**src/rtl/thee_busdly_sched.sv**
```systemverilog
// Clocked per-bit skew scheduler: draws a reproducible delay per bus bit from a
// seedable Galois LFSR and releases each bit of the accepted word at its cycle.
module thee_busdly_sched #(
    parameter int          WIDTH   = 8,
    parameter int          MAX_DLY = 7,
    parameter int          CNT_W   = (MAX_DLY > 0) ? $clog2(MAX_DLY + 1) : 1,
    parameter logic [31:0] SEED    = 32'hACE1_2D5F
) (
    input  logic             clk,
    input  logic             rst,
    input  logic             en,
    input  logic             seed_load,
    input  logic [31:0]      seed_val,
    input  logic             in_valid,
    output logic             in_ready,
    input  logic [WIDTH-1:0] in_data,
    output logic [WIDTH-1:0] bus_out,
    output logic             busy,
    output logic             settled
);

    localparam int               IDX_W    = (WIDTH > 1) ? $clog2(WIDTH) : 1;
    localparam logic [31:0]      MASK     = 32'h8020_0003;
    localparam logic [CNT_W-1:0] MAX_C    = CNT_W'(MAX_DLY);
    localparam logic [IDX_W-1:0] LAST_IDX = IDX_W'(WIDTH - 1);

    typedef enum logic [1:0] {
        IDLE,
        DRAW,
        RUN
    } state_t;

    state_t           state;
    state_t           state_nxt;
    logic [31:0]      lfsr;
    logic [31:0]      lfsr_nxt;
    logic [CNT_W-1:0] r;
    logic [CNT_W-1:0] d;
    logic [CNT_W-1:0] cnt;
    logic [CNT_W-1:0] maxd;
    logic [IDX_W-1:0] idx;
    logic [WIDTH-1:0] data_q;
    logic [CNT_W-1:0] dly [WIDTH];
    logic             accept;

    assign accept = (state == IDLE) && in_valid;

    // Raw codes above MAX_DLY fold back into range so every code maps to a legal delay.
    always_comb begin
        lfsr_nxt = lfsr[0] ? ((lfsr >> 1) ^ MASK) : (lfsr >> 1);
        r        = lfsr[CNT_W-1:0];
        d        = (r > MAX_C) ? (r - MAX_C - CNT_W'(1)) : r;
    end

    always_ff @(posedge clk) begin
        if (rst) state <= IDLE;
        else     state <= state_nxt;
    end

    always_comb begin
        state_nxt = state;
        case (state)
            IDLE: if (accept && en)     state_nxt = DRAW;
            DRAW: if (idx == LAST_IDX)  state_nxt = RUN;
            RUN:  if (cnt == maxd)      state_nxt = IDLE;
            default:                    state_nxt = IDLE;
        endcase
    end

    always_ff @(posedge clk) begin
        if (rst) begin
            bus_out <= '0;
            lfsr    <= SEED;
            cnt     <= '0;
            idx     <= '0;
            maxd    <= '0;
            data_q  <= '0;
            for (int i = 0; i < WIDTH; i++) dly[i] <= '0;
        end else begin
            case (state)
                IDLE: begin
                    // The seed lands before DRAW, so a same-edge accept draws from it.
                    if (seed_load) lfsr <= (seed_val == 32'd0) ? SEED : seed_val;
                    if (accept) begin
                        data_q <= in_data;
                        if (en) begin
                            idx  <= '0;
                            maxd <= '0;
                        end else begin
                            bus_out <= in_data;
                        end
                    end
                end
                DRAW: begin
                    dly[idx] <= d;
                    if (d > maxd) maxd <= d;
                    lfsr <= lfsr_nxt;
                    if (idx == LAST_IDX) begin
                        idx <= '0;
                        cnt <= '0;
                    end else begin
                        idx <= idx + 1'b1;
                    end
                end
                RUN: begin
                    for (int i = 0; i < WIDTH; i++)
                        if (dly[i] == cnt) bus_out[i] <= data_q[i];
                    if (cnt != maxd) cnt <= cnt + 1'b1;
                end
                default: ;
            endcase
        end
    end

    assign in_ready = (state == IDLE);
    assign settled  = (state == IDLE);
    assign busy     = (state != IDLE);

endmodule

```
**config.mk**
```make
export PLATFORM = sky130hd
export DESIGN_NAME = thee_busdly_sched
export DESIGN_NICKNAME = d
export VERILOG_FILES = /design/src/rtl/thee_busdly_sched.sv
export SDC_FILE = /design/constraint.sdc
export NUM_CORES = 1
export LEC_CHECK = 0
export ABC_AREA = 1
export CORE_ASPECT_RATIO = 0.9
export CORE_MARGIN = 4
export CORE_UTILIZATION = 35
export CTS_CLUSTER_DIAMETER = 100
export CTS_CLUSTER_SIZE = 20
export DETAILED_ROUTE_END_ITERATION = 8
export PLACE_DENSITY = 0.66
export SETUP_SLACK_MARGIN = 0.15
export SYNTH_ARGS = -nofsm -noshare
export SYNTH_HDL_FRONTEND = slang
export SYNTH_SLANG_ARGS = --single-unit
```
**constraint.sdc**
```tcl
create_clock -name clk -period 2.3 [get_ports clk]
set_clock_uncertainty 0.1 [all_clocks]
set_input_delay 0.345 -clock clk [delete_from_list [all_inputs] [get_ports clk]]
set_output_delay 0.345 -clock clk [all_outputs]
set_load 0.05 [all_outputs]
```
# Word level (Yosys, flattened, before mapping)
# Memories as Yosys holds them, arrays and structs flattened.
# Index checks and enable logic that the tools add are counted.
# op_classes
bitwise_logic	1
add_sub_neg	4
mux	37
n_reduce_logical	23
magnitude_cmp	2
eq_ne	30
# ops
op	n
$mux 32	3
$pmux 32 s2	1
$reduce_and 4->1	9
$logic_not 32->1	1
$ne 2x2->1 const B	15
$eq 3x3->1	9
$mux 3	9
$pmux 3 s2	3
$mux 8	2
$pmux 8 s2	1
$mux 1	14
$reduce_and 3->1	3
$reduce_bool 2->1	4
$add 3x1->3 const B	2
$mux 2	3
$pmux 2 s3	1
$ne 2x1->1 const B	2
$not 3->4	1
$reduce_and 2->1	2
$eq 3x3->1 const B	1
$gt 3x3->1	1
$gt 3x3->1 const B	1
$ne 3x3->1	1
$reduce_or 3->1	1
6 further kinds	7
# word_totals
memories	1
in_bits	45
mem_bits_rw	24
reg_bits	59
elab_cells	112
# memory_table
name	depth	width	rd	rd_ports_with_merged_regs	wr	line_no	source
dly	8	3	8	0	8	43	logic [CNT_W-1:0] dly [WIDTH];

# Longest topological paths before layout
# Gate-level depths: netlist (run 1).
# depth
word_depth	6
depth_mapped	11
mapped_depth_nobuf	10

# Worst setup path after synthesis (run 1)
# Ideal clock, no wire load.
# synth_path
kind	register to register
from	register state[0]
to	register data_q[0]
required_ns	2.084
path_stages_with_launch	7
n_path_buf	0
arrival_time_ns	1.457
synth_period_minus_slack_ns	1.673
path_slack_ns	0.627
setup_ns	0.116
cell_sequence	dfxtp_1 -> inv_2 -> nand2_1 -> nor2_1 -> inv_2 -> nor2_1 -> nor2_1
# synth_via
elab_chain_cells	3
# synth_lines
element	line_no	source
start, declared	33	state_t state;
start signal, assigned	57	else state <= state_nxt;
$logic_not 2->1 (*)	46, 80	
$logic_and 1x1->1	46	assign accept = (state == IDLE) && in_valid;
$reduce_and 2->1 (no line) (*)	--	
end signal, assigned	85	data_q <= in_data;
end, declared	42	logic [WIDTH-1:0] data_q;
# Mark *: on every way between the ends. The rest lies on a longest branch, timed or not.
# A chain may end at the register's enable or synchronous reset.

# Final worst setup path (run 1)
# layout_path
from	register state[0]
to	register lfsr[31]
# layout_via
elab_chain_cells	3
# layout_lines
element	line_no	source
$eq 2x1->1 or $logic_not 2->1 (tied branches)	80	case (state)
$reduce_bool 2->1 (no line) or $ne 2x2->1 (tied branches)	--	
$reduce_and 2->1 (no line)	--	
end signal, assigned	83	if (seed_load) lfsr <= (seed_val == 32'd0) ? SEED : seed_val;
end signal, assigned	97	lfsr <= lfsr_nxt;
end, declared	35	logic [31:0] lfsr;
# Parallel ways exist; a longest one is shown, timed or not.

==> metrics.md, run 1 <==
| Metric | Value |
|---|---|
| Clock period minus worst slack | 2.018 ns |
| Post-route design area | 0.005244 mm2 |
| Post-route setup slack | 0.2822 ns |
| Reg area | 0.001902 mm2 |
| Clk sinks | 83 |
| Final net count | 668 |
| # DRC | 0 |
| Dpl cells | 766 |
| Ratio of cells with drive above 1 in the final layout | 10.13% |
| Syn nets | 620 |
| Mapped Area | 0.004302 mm2 |
| PwrDens | 682.8 mW/mm2 |
| DR vias | 3703 |
| Boundary Pins | 56 |
| Startpoint types | register |
| Routed length per placed instance | 12.60 um |
| Clock Path Buffers | 2 |
| R2R cell count | 7 |
| Layout Area Growth over Synthesis | 21.90% |
| Sequential share of the synthesized area | 44.21% |
| Sw frac | 26.84% |
| Placed inst area | 0.004979 mm2 |
| Max IR drop VDD | 326.5 uV |
| Total die area | 0.01413 mm2 |
| Total global routing overflow | 0 |
| Die height | 113.2 um |
| Total track usage | 14.30% |
| Leakage | 0.002222 uW |
| DRT Pass-1 Iters | 4 |
| Final Non-Filler Cells | 782 |
| Rows | 38 |
| Clk network pwr share | 36.2% |
| Slew headroom | 55.15% |
| Setup TNS | 0 ns |
| Synth top area cells | dfxtp_1, edfxtp_1, nand2_1, nor2_1, xnor2_1 |
| WP data arrival | 2.14 ns |
| Post-layout util | 43.59% |
| Max Cap Viol | 0 |
| Die width | 124.9 um |
| Routed WL | 9.852 mm |
| Yosys reg bits | 83 |
| Worst setup path category | register to register |
| Endpoints failing setup | 0 |
| R2R Setup Slk | 0.28 ns |
| Initial antenna violation count | 0 |
| Slew Limit Fails | 0 |
| Yosys top cell area share | 27.46% |
| Nature of the critical path endpoint | register |
| Hold Fails Final Rpt | 0 |
| Setup crit start | state[0]$_SDFFE_PP0P_ |
| IO buf count | 55 |
| Worst Path Required | 2.42 ns |
| Hold crit path type | register to register |
| 1st-iter DRT viols | 266 |
| RR Endpoint | lfsr[31]$_SDFFE_PP1P_ |
| Sw power | 960.8 uW |
| CTS tree | yes |
| CTS Hold Bufs | 0 |
| Largest net degree at the start of global routing | 50 |
| Yosys top cell by area | dfxtp_1 |
| Crit share post-route | 87.73% |
| Actual slew at the worst max-slew pin | 0.6719 ns |
| ANT cells | 0 |
| Synth warnings | 0 |
| CP max FO | 49 |
| Reg-to-reg startpoint | state[0]$_SDFFE_PP0P_ |
| Clk_lat worst skew | 0.34 ns |
| Setup bufs post-CTS | 0 |
| Area of the multi-input gates | 0.002096 mm2 |
| CTS Buf Count | 9 |
| Post-synthesis cell type count | 28 |
| RSZ-0062 raised after global routing | no |
| Pint | 2620 uW |
| Fillers | 1225 |
| Flop pwr share | 46.7% |
| Global-route wire length before repair | 16.66 mm |
| Gate Count Post-Synth | 569 |
| Clk slew on worst S/H paths | 0.06 ns |
| Number of global-route vias before repair | 3617 |
| Antenna Violating Nets Remaining | 0 |
| Critical path destination | lfsr[31]$_SDFFE_PP1P_ |
| CORE AREA | 0.01203 mm2 |
| Initial Util | 35.76% |
| Avg Vias per Cell | 4.735 |
| H-tree depth | 3 |
| DP Worst Slack | 0.3176 ns |
| DP Wirelength | 7.010 mm |
| Max Freq | 495.6 MHz |
| Root Driver | clkbuf_16 |
| Post-Syn Area per Cell | 7.560 um2 |
| Gpl congestion | 0.7921 |
| Outcome | finished clean |
| Combinational share of power | 17.0% |
==> Yosys cell counts <==
master,instances
clkbuf_1,8
nor2_2,1
a211oi_1,1
nand2_1,128
o211ai_1,4
a21oi_4,1
edfxtp_1,24
buf_2,8
or2_2,25
nand3b_1,1
ha_1,6
nand2_2,2
xnor2_1,29
a22oi_1,11
a31oi_1,1
o21ai_0,34
a21oi_1,37
dfxtp_1,59
buf_4,5
buf_1,1
nor2_4,6
inv_1,34
nand3_1,24
buf_6,4
o21ai_1,2
nor2_1,106
o21a_1,1
inv_2,6
==> cells in the final DEF (no fill, tap or decap), types with 2 or more instances in the layout <==
cell type / n
dfxtp_1: 59
o21ai_1: 2
buf_4: 7
o21ai_0: 34
o211ai_1: 4
nor2_4: 6
clkbuf_16: 9
xnor2_1: 29
clkbuf_1: 2
clkinv_2: 3
clkinv_1: 2
a22oi_1: 11
inv_1: 34
a21oi_1: 37
dlygate4sd2_1: 2
nor2_1: 106
nand3_1: 24
nand2_1: 127
nand2_2: 3
edfxtp_1: 24
or2_2: 25
buf_12: 2
ha_1: 6
inv_2: 5
clkdlybuf4s50_1: 52
==> cells by family after synthesis <==
family	synth area share [%]
DFF	44.21
xor gates and xnor gates	5.905
and+or+nand+nor	29.03
buffers and inverters	7.126
adders and majority gates	1.745
AOI/OAI and AO/OA	11.98
==> area by class of cell <==
| cell class | instances | share of cell area (%) |
|---|---|---|
| Clock inverter | 4 | 0.3340 |
| Timing Repair Buffer | 63 | 12.03 |
| Inverter | 40 | 2.887 |
| Tap cell | 160 | 3.818 |
| Multi-Input combinational cell | 420 | 39.97 |
| Sequential cell | 83 | 36.27 |
| Clock buffer | 12 | 4.701 |
==> sequential cells by signal, indices dropped and copies added (netlist names) <==
signal and cells:
lfsr 32, data_q 8, idx 3, dly 24, maxd 3, state 2, bus_out 8, cnt 3
==> metrics by stage <==
stage | hold WS (ns) | power, uW
after detailed placement | 0.3560 | 2315
final | 0.3708 | 3580
after global routing | 0.4000 | 3762
after floorplan | 0.3412 | 2112
after CTS | 0.3712 | 3614
after global placement | 0.3521 | 2298
==> worst min path at each step <==
stage	slack (ns)	depth (start not counted)	startpoint	endpoint
floorplan	0.34	2	lfsr[16]$_SDFFE_PP1P_	lfsr[16]$_SDFFE_PP1P_
global placement	0.35	2	lfsr[21]$_SDFFE_PP1P_	lfsr[21]$_SDFFE_PP1P_
detailed placement	0.36	2	lfsr[8]$_SDFFE_PP1P_	lfsr[8]$_SDFFE_PP1P_
CTS	0.37	2	lfsr[8]$_SDFFE_PP1P_	lfsr[8]$_SDFFE_PP1P_
global route	0.40	2	lfsr[13]$_SDFFE_PP1P_	lfsr[13]$_SDFFE_PP1P_
finish	0.37	2	lfsr[8]$_SDFFE_PP1P_	lfsr[8]$_SDFFE_PP1P_
==> metal layers <==
metal | GRT usage [%] | part of all wire (%)
met3 | 4.389 | 5.8
met2 | 24.21 | 46
met4 | 4.118 | 1.7
met5 | 0 | 0
met1 | 17.73 | 46
==> critical path, cell delays in order (launching register included) <==
cell,delay [ns]
dfxtp_1,0.42
inv_2,0.21
nor2_4,0.29
buf_12,0.23
nor2_4,0.06
buf_12,0.17
a211oi_1,0.31
nand2_1,0.09
==> power by group through the flow <==
| stage | clock network, uW | registers, uW | logic [uW] |
|---|---|---|---|
| final | 1300 | 1670 | 610 |
| after global routing | 1390 | 1690 | 682 |
| after CTS | 1330 | 1670 | 611 |
| after detailed placement | 0 | 1700 | 611 |
| after global placement | 0 | 1700 | 599 |
| after floorplan | 0 | 1730 | 385 |
==> timing repair <==
item,in CTS,in global routing
gates resized for setup,2,2
gates cloned,0,0
endpoints found under the setup margin,2,1
No activity file was read; power rests on OpenSTA's default activity.
==> run 2: changes to the inputs <==
--- a/config.mk
+++ b/config.mk
@@ -8,11 +8,11 @@
 export ABC_AREA = 1
 export CORE_ASPECT_RATIO = 0.9
 export CORE_MARGIN = 4
-export CORE_UTILIZATION = 35
+export CORE_UTILIZATION = 55
 export CTS_CLUSTER_DIAMETER = 100
 export CTS_CLUSTER_SIZE = 20
 export DETAILED_ROUTE_END_ITERATION = 8
-export PLACE_DENSITY = 0.66
+export PLACE_DENSITY = 0.91
 export SETUP_SLACK_MARGIN = 0.15
 export SYNTH_ARGS = -nofsm -noshare
 export SYNTH_HDL_FRONTEND = slang
==> metrics.md, run 2 (synthesis results as in run 1) <==
| Metric | Value |
|---|---|
| WP buf/inv | 1 (was 3) |
| Antenna Violating Nets Remaining | 0 (unchanged) |
| Initial antenna violation count | 0 (unchanged) |
| R2R Setup Slk | 0.39 ns (was 0.28 ns) |
| Die height | 91.90 um (was 113.2 um) |
| Crit share post-route | 85.36% (was 87.73%) |
| CTS tree | yes (unchanged) |
| Combinational share of power | 18.7% (was 17.0%) |
| Avg Vias per Cell | 5.415 (was 4.735) |
| DRT Pass-1 Iters | 8 (was 4) |
| Layout Area Growth over Synthesis | 19.63% (was 21.90%) |
| Gpl congestion | 0.8626 (was 0.7921) |
| Total global routing overflow | 0 (unchanged) |
| Placed inst area | 0.004896 mm2 (was 0.004979 mm2) |
| Top reg by flops | lfsr (unchanged) |
| Critical path destination | bus_out[0] (was lfsr[31]$_SDFFE_PP1P_) |
| Clock period minus worst slack | 1.963 ns (was 2.018 ns) |
| Critical-path cell list | clkdlybuf4s50_1 (was inv_2 -> nor2_4 -> buf_12 -> nor2_4 -> buf_12 -> a211oi_1 -> nand2_1) |
| Global-route wire length before repair | 16.93 mm (was 16.66 mm) |
| IO buf count | 55 (unchanged) |
| Post-route design area | 0.005146 mm2 (was 0.005244 mm2) |
| Initial Util | 56.73% (was 35.76%) |
| Rows | 30 (was 38) |
| DR vias | 3931 (was 3703) |
| Root Driver | clkbuf_8 (was clkbuf_16) |
| Final net count | 676 (was 668) |
| Post-route setup slack | 0.3367 ns (was 0.2822 ns) |
| H-tree depth | 3 (unchanged) |
| Commonest non-fill, non-tap cell in the layout | nand2_1 (unchanged) |
| CP Depth | 1 (was 7) |
| Boundary Pins | 56 (unchanged) |
| Clk_lat worst skew | 0.36 ns (was 0.34 ns) |
| Clk sinks | 83 (unchanged) |
| Slew Limit Fails | 0 (unchanged) |
| Clock Path Buffers | 2 (unchanged) |
| Die width | 101.2 um (was 124.9 um) |
| RSZ-0062 raised after global routing | no (unchanged) |
| Fillers | 597 (was 1225) |
| ANT cells | 0 (unchanged) |
| Number of global-route vias before repair | 3716 (was 3617) |
| Max Cap Viol | 0 (unchanged) |
| DP Worst Slack | 0.3170 ns (was 0.3176 ns) |
| DP Wirelength | 7.646 mm (was 7.010 mm) |
| CORE AREA | 0.007582 mm2 (was 0.01203 mm2) |
| WP data arrival | 1.52 ns (was 2.14 ns) |
| Slew headroom | 57.43% (was 55.15%) |
| Flop pwr share | 49.7% (was 46.7%) |
| Endpoints failing setup | 0 (unchanged) |
| Dpl cells | 705 (was 766) |
| Startpoint types | register (unchanged) |
| Clk slew on worst S/H paths | 0.09 ns (was 0.06 ns) |
| 1st-iter DRT viols | 350 (was 266) |
| Slowest CP cell | clkdlybuf4s50_1 (was dfxtp_1) |
| RR Endpoint | lfsr[21]$_SDFFE_PP1P_ (was lfsr[31]$_SDFFE_PP1P_) |
| Max Freq | 509.4 MHz (was 495.6 MHz) |
| Max IR drop VDD | 395.6 uV (was 326.5 uV) |
| R2R cell count | 7 (unchanged) |
| Hold Fails Final Rpt | 0 (unchanged) |
| Max incr delay on CP | 0.81 ns (was 0.42 ns) |
| Sw power | 993.3 uW (was 960.8 uW) |
| CP max FO | 2 (was 49) |
| Hold crit path type | register to register (unchanged) |
| # DRC | 0 (unchanged) |
| Setup crit start | bus_out[0]$_SDFFE_PP0P_ (was state[0]$_SDFFE_PP0P_) |
| Biggest regs | lfsr x32, dly x24 (unchanged) |
| Final Non-Filler Cells | 726 (was 782) |
| Total track usage | 22.71% (was 14.30%) |
| Pint | 2378 uW (was 2620 uW) |
| Worst Path Required | 1.86 ns (was 2.42 ns) |
| Routed length per placed instance | 14.34 um (was 12.60 um) |
| Setup TNS | 0 ns (unchanged) |
| Actual slew at the worst max-slew pin | 0.6377 ns (was 0.6719 ns) |
| Ratio of cells with drive above 1 in the final layout | 11.75% (was 10.13%) |
| Leakage | 0.002234 uW (was 0.002222 uW) |
| Outcome | finished clean (unchanged) |
| Most frequent cells in the layout | nand2_1, nor2_1, dfxtp_1 (unchanged) |
| CTS Hold Bufs | 0 (unchanged) |
| Reg-to-reg startpoint | state[0]$_SDFFE_PP0P_ (unchanged) |
| Crit path max-delay family | buffers and inverters (unchanged) |
| Routed WL | 10.41 mm (was 9.852 mm) |
| Sw frac | 29.46% (was 26.84%) |
| Largest register FFs | 32 (unchanged) |
| Nature of the critical path endpoint | output port (was register) |
| Total die area | 0.009302 mm2 (was 0.01413 mm2) |
| Worst setup path category | register to output port (was register to register) |
| Clk network pwr share | 31.6% (was 36.2%) |
| PwrDens | 655.1 mW/mm2 (was 682.8 mW/mm2) |
| CTS Buf Count | 9 (unchanged) |
| Largest net degree at the start of global routing | 29 (was 50) |
| Post-layout util | 67.87% (was 43.59%) |
-- run 2: cell types whose count changed in the layout (fill, tap and decap cells not counted), moves of 2 or more --
| cell | previous run | this run |
|---|---|---|
| buf_4 | 7 | 16 |
| clkbuf_8 | 1 | 10 |
| clkbuf_16 | 9 | 1 |
| clkbuf_1 | 2 | 0 |
| clkinv_1 | 2 | 0 |
| clkinv_2 | 3 | 1 |
| inv_6 | 0 | 2 |
-- run 2: cell type report --
| cell class | count | area [um2] | share of cell area [%] |
|---|---|---|---|
| Multi-Input combinational cell | 420 | 2093 | 40.68 |
| Sequential cell | 83 | 1902 | 36.96 |
| Timing Repair Buffer | 71 | 678.2 | 13.18 |
| Clock buffer | 11 | 162.7 | 3.161 |
| Inverter | 40 | 150.1 | 2.918 |
| Tap cell | 96 | 120.1 | 2.334 |
| Clock inverter | 5 | 40.04 | 0.7780 |
-- run 2: per-layer routing --
metal  GRT usage, %  vias to the layer above  share of wire, %
li1               -                     1941                 -
met1          26.22                     1828                39
met2          41.61                      149                53
met3          5.019                       13               6.2
met4          6.202                        0               1.4
met5              0                        -                 0
-- run 2: worst min path at each step --
stage,depth (start not counted),endpoint,startpoint
after floorplan,2,lfsr[16]$_SDFFE_PP1P_,lfsr[16]$_SDFFE_PP1P_
after global placement,2,lfsr[10]$_SDFFE_PP1P_,lfsr[10]$_SDFFE_PP1P_
after detailed placement,2,lfsr[8]$_SDFFE_PP1P_,lfsr[8]$_SDFFE_PP1P_
after CTS,2,lfsr[10]$_SDFFE_PP1P_,lfsr[10]$_SDFFE_PP1P_
after global routing,2,lfsr[19]$_SDFFE_PP0P_,lfsr[19]$_SDFFE_PP0P_
final,2,lfsr[29]$_SDFFE_PP1P_,lfsr[29]$_SDFFE_PP1P_
-- run 2: per-stage QoR --
step / hold WS [ns] / power (uW)
after detailed placement: 0.3636 / 2317
final: 0.3807 / 3371
after CTS: 0.3844 / 3362
after global routing: 0.4101 / 3520
after global placement: 0.3510 / 2280
after floorplan: 0.3412 / 2112
-- run 2: worst min-delay path: stages (launching register included) --
cell and delay, ns:
dfxtp_1 0.33, a21oi_1 0.06, nand2_1 0.06
-- run 2: what timing repair did --
action                                  CTS  global route
gates resized for setup                   2             0
endpoints found under the setup margin    2             3
buffers inserted                          0             5
pin swaps                                 0             1
-- run 2: power groups by stage --
| stage | logic [uW] | registers [uW] | clock network, uW |
|---|---|---|---|
| finish | 632 | 1670 | 1070 |
| global route | 697 | 1680 | 1140 |
| CTS | 611 | 1670 | 1080 |
| detailed placement | 611 | 1710 | 0 |
| global placement | 581 | 1700 | 0 |
| floorplan | 385 | 1730 | 0 |
==> run 3: changes to the inputs <==
==> constraint.sdc (replaced) <==
create_clock -name clk -period 2.3 [get_ports clk]
set_clock_uncertainty 0.1 [all_clocks]
set_input_delay 0.345 -clock clk [delete_from_list [all_inputs] [get_ports clk]]
set_output_delay 0.345 -clock clk [all_outputs]
set_load 0.01 [all_outputs]
==> metrics.md, run 3 (synthesis results as in run 1) <==
| Metric | Value |
|---|---|
| RSZ-0062 raised after global routing | no (unchanged) |
| Slew Limit Fails | 0 (unchanged) |
| Crit share post-route | 86.62% (was 85.36%) |
| CP max FO | 5 (was 2) |
| Largest register FFs | 32 (unchanged) |
| Die width | 101.2 um (unchanged) |
| R2R cell count | 9 (was 7) |
| DR vias | 3884 (was 3931) |
| Worst Path Required | 1.86 ns (about the same) |
| Routed length per placed instance | 13.90 um (was 14.34 um) |
| HP Start | lfsr[29]$_SDFFE_PP1P_ (unchanged) |
| RR Endpoint | lfsr[18]$_SDFFE_PP0P_ (was lfsr[21]$_SDFFE_PP1P_) |
| Setup TNS | 0 ns (unchanged) |
| Max Freq | 501.9 MHz (was 509.4 MHz) |
| Hold Fails Final Rpt | 0 (unchanged) |
| Critical-path cell list | inv_1 -> nand2_1 -> clkdlybuf4s50_1 (was clkdlybuf4s50_1) |
| Clk_lat worst skew | 0.35 ns (was 0.36 ns) |
| Clk sinks | 83 (unchanged) |
| Post-layout util | 67.08% (was 67.87%) |
| WP buf/inv | 2 (was 1) |
| Clock Path Buffers | 2 (unchanged) |
| # DRC | 0 (unchanged) |
| CTS Buf Count | 9 (unchanged) |
| IO buf count | 55 (unchanged) |
| CORE AREA | 0.007582 mm2 (unchanged) |
| Die height | 91.90 um (unchanged) |
| Dpl cells | 703 (was 705) |
| Slew headroom | 61.10% (was 57.43%) |
| Fillers | 597 (unchanged) |
| Worst setup path category | register to output port (unchanged) |
| ANT cells | 0 (unchanged) |
| Pwr Total | 3263 uW (was 3371 uW) |
| Number of global-route vias before repair | 3625 (was 3716) |
| Startpoint types | register (unchanged) |
| Crit path max-delay family | buffers and inverters (unchanged) |
| Max Cap Viol | 0 (unchanged) |
| Ratio of cells with drive above 1 in the final layout | 10.43% (was 11.75%) |
| PwrDens | 641.5 mW/mm2 (was 655.1 mW/mm2) |
| Root Driver | clkbuf_8 (unchanged) |
| Hold Crit Depth | 2 (unchanged) |
| Hold EP | lfsr[29]$_SDFFE_PP1P_ (unchanged) |
| Routed WL | 9.991 mm (was 10.41 mm) |
| Hold crit path type | register to register (unchanged) |
| Antenna Violating Nets Remaining | 0 (unchanged) |
| Boundary Pins | 56 (unchanged) |
| Top reg by flops | lfsr (unchanged) |
| Total track usage | 22.08% (was 22.71%) |
| Reg-to-reg startpoint | state[1]$_SDFFE_PP0P_ (was state[0]$_SDFFE_PP0P_) |
| Leakage | 0.002184 uW (was 0.002234 uW) |
| Largest net degree at the start of global routing | 30 (was 29) |
| Clock period minus worst slack | 1.992 ns (was 1.963 ns) |
| WP data arrival | 1.55 ns (was 1.52 ns) |
| Most frequent cells in the layout | nand2_1, nor2_1, dfxtp_1 (unchanged) |
| Post-route setup slack | 0.3077 ns (was 0.3367 ns) |
| Gpl congestion | 0.8328 (was 0.8626) |
| Nature of the critical path endpoint | output port (unchanged) |
| Rows | 30 (unchanged) |
| Max IR drop VDD | 355.0 uV (was 395.6 uV) |
| Total die area | 0.009302 mm2 (unchanged) |
| Actual slew at the worst max-slew pin | 0.5828 ns (was 0.6377 ns) |
| 1st-iter DRT viols | 344 (was 350) |
| Biggest regs | lfsr x32, dly x24 (unchanged) |
| Final Non-Filler Cells | 719 (was 726) |
| Max incr delay on CP | 0.56 ns (was 0.81 ns) |
| Slowest CP cell | clkdlybuf4s50_1 (unchanged) |
| Avg Vias per Cell | 5.402 (was 5.415) |
| R2R Setup Slk | 0.49 ns (was 0.39 ns) |
| Initial Util | 56.73% (unchanged) |
| H-tree depth | 3 (unchanged) |
| DRT Pass-1 Iters | 5 (was 8) |
| Final net count | 669 (was 676) |
| Initial antenna violation count | 0 (unchanged) |
| Commonest non-fill, non-tap cell in the layout | nand2_1 (unchanged) |
| Layout Area Growth over Synthesis | 18.24% (was 19.63%) |
| Endpoints failing setup | 0 (unchanged) |
| DP Worst Slack | 0.2918 ns (was 0.3170 ns) |
| CTS tree | yes (unchanged) |
| DP Wirelength | 7.199 mm (was 7.646 mm) |
| CTS Hold Bufs | 0 (unchanged) |
| Outcome | finished clean (unchanged) |
| Clk slew on worst S/H paths | 0.07 ns (was 0.09 ns) |
| Total global routing overflow | 0 (unchanged) |
| Global-route wire length before repair | 16.32 mm (was 16.93 mm) |
[run 3: metal layers]
layer,part of all wire (%),global-route usage (%)
met5,0,0
met4,2.0,8.527
met3,6.8,6.616
met2,51,38.56
met1,40,25.00
[run 3: cell type report]
| type | count | area (um2) | area share [%] |
|---|---|---|---|
| Tap cell | 96 | 120.1 | 2.362 |
| Sequential cell | 83 | 1903 | 37.42 |
| Inverter | 40 | 152.6 | 3.001 |
| Clock buffer | 11 | 131.4 | 2.583 |
| Timing Repair Buffer | 64 | 630.6 | 12.40 |
| Clock inverter | 5 | 55.05 | 1.082 |
| Multi-Input combinational cell | 420 | 2093 | 41.16 |
[run 3: metrics by stage]
stage          cell area, um2  hold WS (ns)
2_1_floorplan            4302        0.3412
3_3_place_gp             4896        0.3499
3_5_place_dp             4896        0.3546
4_1_cts                  5082        0.3811
5_1_grt                  5086        0.3996
6_report                 5086        0.3769
[run 3: what timing repair did]
action / 4_1_cts / 5_1_grt
endpoints found under the setup margin: 0 / 1
buffers inserted: 0 / 0
gates resized for setup: 0 / 3
[run 3: worst max path at each step]
stage	startpoint	endpoint	slack, ns	cells past startpoint
floorplan	lfsr[0]$_SDFFE_PP1P_	maxd[1]$_SDFFE_PP0P_	0.70	10
global placement	seed_load	lfsr[18]$_SDFFE_PP0P_	0.35	9
detailed placement	seed_load	lfsr[18]$_SDFFE_PP0P_	0.29	9
CTS	state[0]$_SDFFE_PP0P_	busy	0.18	3
global route	state[1]$_SDFFE_PP0P_	busy	0.19	3
finish	state[1]$_SDFFE_PP0P_	busy	0.31	3
[run 3: report_power, final]
part	internal, uW	leakage [uW]	total (uW)	switching [uW]
sequential	1610	0.000736	1670	66.4
combinational	263	0.00136	576	313
clock	499	0.0000893	1010	514
total	2370	0.00218	3260	893
[run 3: worst register-to-register path, delay by kind of cell (launching register included)]
family,cells,cell delay [ns]
flip-flops,1,0.38
buffers and inverters,3,0.48
AO/OA/AOI/OAI,1,0.17
AND/OR/NAND/NOR,5,0.59
==> patch, RTL diff (settings of run 3) <==
Set the parameter `MAX_DLY` to 6 (it was 7).
--- a/src/rtl/thee_busdly_sched.sv
+++ b/src/rtl/thee_busdly_sched.sv
@@ -4,3 +4,3 @@
     parameter int          WIDTH   = 8,
-    parameter int          MAX_DLY = 7,
+    parameter int          MAX_DLY = 6,
     parameter int          CNT_W   = (MAX_DLY > 0) ? $clog2(MAX_DLY + 1) : 1,
Check against the original RTL: same outputs for any inputs over 10 cycles, from zero or initial values and one cycle with rst high; that may be too few to reach the edited logic, so the function may still have changed.
==> patch against run 3 <==
- final area up 4.5%
- total power up 2.6%
- first-iteration DRC count grew 63%
- clock power shrank 6%
- utilization rose by 2.3 points
- area after synthesis increased by 2.3%
- cell count grew 7.6%
- worst setup slack worse by 0.20 ns
- largest power group unchanged
- largest cell class unchanged
- via count up 11%
- critical path type is now reg2reg
- synthesized cell count rose by 9.1%
- sequential cell count is the same
- wire length up 15%
==> patch: results (changes against run 3) <==
* Status: complete, no violations (unchanged)
* Post-synthesis sequential area ratio at 0.432 (was 0.442)
* Crit path capture type: flip-flop (was primary output)
* All-layer global routing usage at 0.243 (was 0.221)
* Per-cell routed wire length at 14.9 um (was 13.9 um)
* Root Buffer: clkbuf_8 (unchanged)
* Dpl hpwl at 7.51 mm (was 7.20 mm)
* Post-CTS Setup Repair Bufs at 1 (was 0)
* Worst Max-Slew Pin Slew at 0.909 ns (was 0.583 ns)
* Count of port buffers added during placement at 55 (unchanged)
* Placer Congestion at 0.822 (was 0.833)
* Critical path origin: lfsr[0] (was state[1])
* Worst R2R End: maxd[2] (was lfsr[18])
* Largest delay share family, worst path: simple AND/OR/NAND/NOR gates (was buffers and inverters)
* Worst slack, placed at 0.0366 ns (was 0.292 ns)
* Syn_nets at 674 (was 620)
* CTS resizes at 5 (was 0)
* Share of layout cells above drive strength 1 at 0.0973 (was 0.104)
* Critical Path Max Stage Delay at 0.36 ns (was 0.56 ns)
* Critical path fanouts, max at 5 (unchanged)
* Number of diodes at 0 (unchanged)
* Initial drt markers at 559 (was 344)
* Global-route wire length before repair at 18.5 mm (was 16.3 mm)
* WL met1 at 4.48 mm (was 4.03 mm)
* Top post-synthesis cells by area: dfxtp_1 (27%), edfxtp_1 (16%), nand2_1 (14%), nor2_1 (11%), a21oi_1 (6.7%) (was dfxtp_1 (27%), edfxtp_1 (17%), nand2_1 (11%), nor2_1 (9.2%), xnor2_1 (5.9%))
* DRT Pass-1 Iters at 6 (was 5)
* Fmax at 456 MHz (was 502 MHz)
* M3 GR Usage at 0.0572 (was 0.0662)
* CTS HTree Levels at 3 (unchanged)
* Register-to-register setup slack at 0.11 ns (was 0.49 ns)
* Synth Flop Type: dfxtp_1 (unchanged)
* FFs w/ async S/R, synth at 0 (unchanged)
* CTS Buf Count at 9 (unchanged)
* Largest net degree at the start of global routing at 50 (was 30)
* Grt met1 use at 0.313 (was 0.250)
* R2R cell count at 16 (was 9)
* Ys Warns at 0 (unchanged)
* Met2 Wirelength at 5.52 mm (was 5.08 mm)
* Via total after detailed routing at 4318 (was 3884)
* Library cells used by synthesis at 27 (was 28)
* Vias in the first global route at 4156 (was 3625)
* Crit-path slowest cell: dfxtp_2 (was clkdlybuf4s50_1)
* Pleak at 0.00229 uW (was 0.00218 uW)
* Worst IR Drop VDD at 0.318 mV (was 0.355 mV)
* Final net count at 727 (was 669)
* Worst Path Arrival at 2.39 ns (was 1.55 ns)
* Met2 usage at 0.394 (was 0.386)
* Worst-path clk slew at 0.08 ns
* Worst Hold Class: reg2reg (unchanged)
* Layout fillers at 581 (was 597)
* Most frequent cells after synthesis: nand2_1 (160), nor2_1 (128), a21oi_1 (59), dfxtp_1 (59), o21ai_0 (43) (was nand2_1 (128), nor2_1 (106), dfxtp_1 (59))
* DR WL met3 at 1.23 mm (was 676 um)
patch: kinds of logic after synthesis:
| group | count (synthesis) | share of synthesized area |
|---|---|---|
| AO/OA/AOI/OAI | 105 | 0.121 |
| XOR/XNOR | 28 | 0.0557 |
| adder cells (fa/ha/maj) | 8 | 0.0228 |
| buffers and inverters | 75 | 0.0711 |
| flip-flops | 83 | 0.432 |
| AND/OR/NAND/NOR | 322 | 0.297 |
patch: worst register-to-register path, cell delays in order, from the launching register on:
cell     delay [ns]
dfxtp_2        0.36
inv_4          0.07
ha_4           0.17
inv_2          0.09
nand3_4        0.11
xor2_2         0.22
inv_1          0.10
ha_1           0.21
inv_1          0.07
nand3_1        0.07
nand2_1        0.07
nand2_1        0.06
nand2_2        0.09
nand2_4        0.08
nand2_1        0.07
nand2_1        0.06
nor2_1         0.14
patch: power breakdown:
part           total, uW  internal (uW)  switching (uW)
Combinational        723            308             414
Sequential          1680           1610            68.2
Clock                948            419             530
Total               3350           2330            1010
patch: area by class of cell:
cell class              instances  area share
multi-input cells             463       0.426
flip-flops and latches         83       0.358
repair buffers                 69       0.126
inverters                      48      0.0353
clock buffers                  11      0.0266
well taps                      96      0.0226
clock inverters                 4     0.00518
patch: worst min-delay path by stage:
stage | startpoint | endpoint | slack (ns) | cells past startpoint
finish | lfsr[4] | lfsr[4] | 0.38 | 2
global route | lfsr[4] | lfsr[4] | 0.41 | 2
CTS | lfsr[29] | lfsr[29] | 0.38 | 2
detailed placement | lfsr[23] | lfsr[23] | 0.36 | 2
global placement | lfsr[31] | lfsr[31] | 0.35 | 2
floorplan | lfsr[13] | lfsr[13] | 0.34 | 2
patch: stage by stage:
stage	std cells	instance area, um2
final	774	5320
after global routing	774	5320
after CTS	772	5260
after detailed placement	756	5060
after global placement	756	5060
after floorplan	621	4420
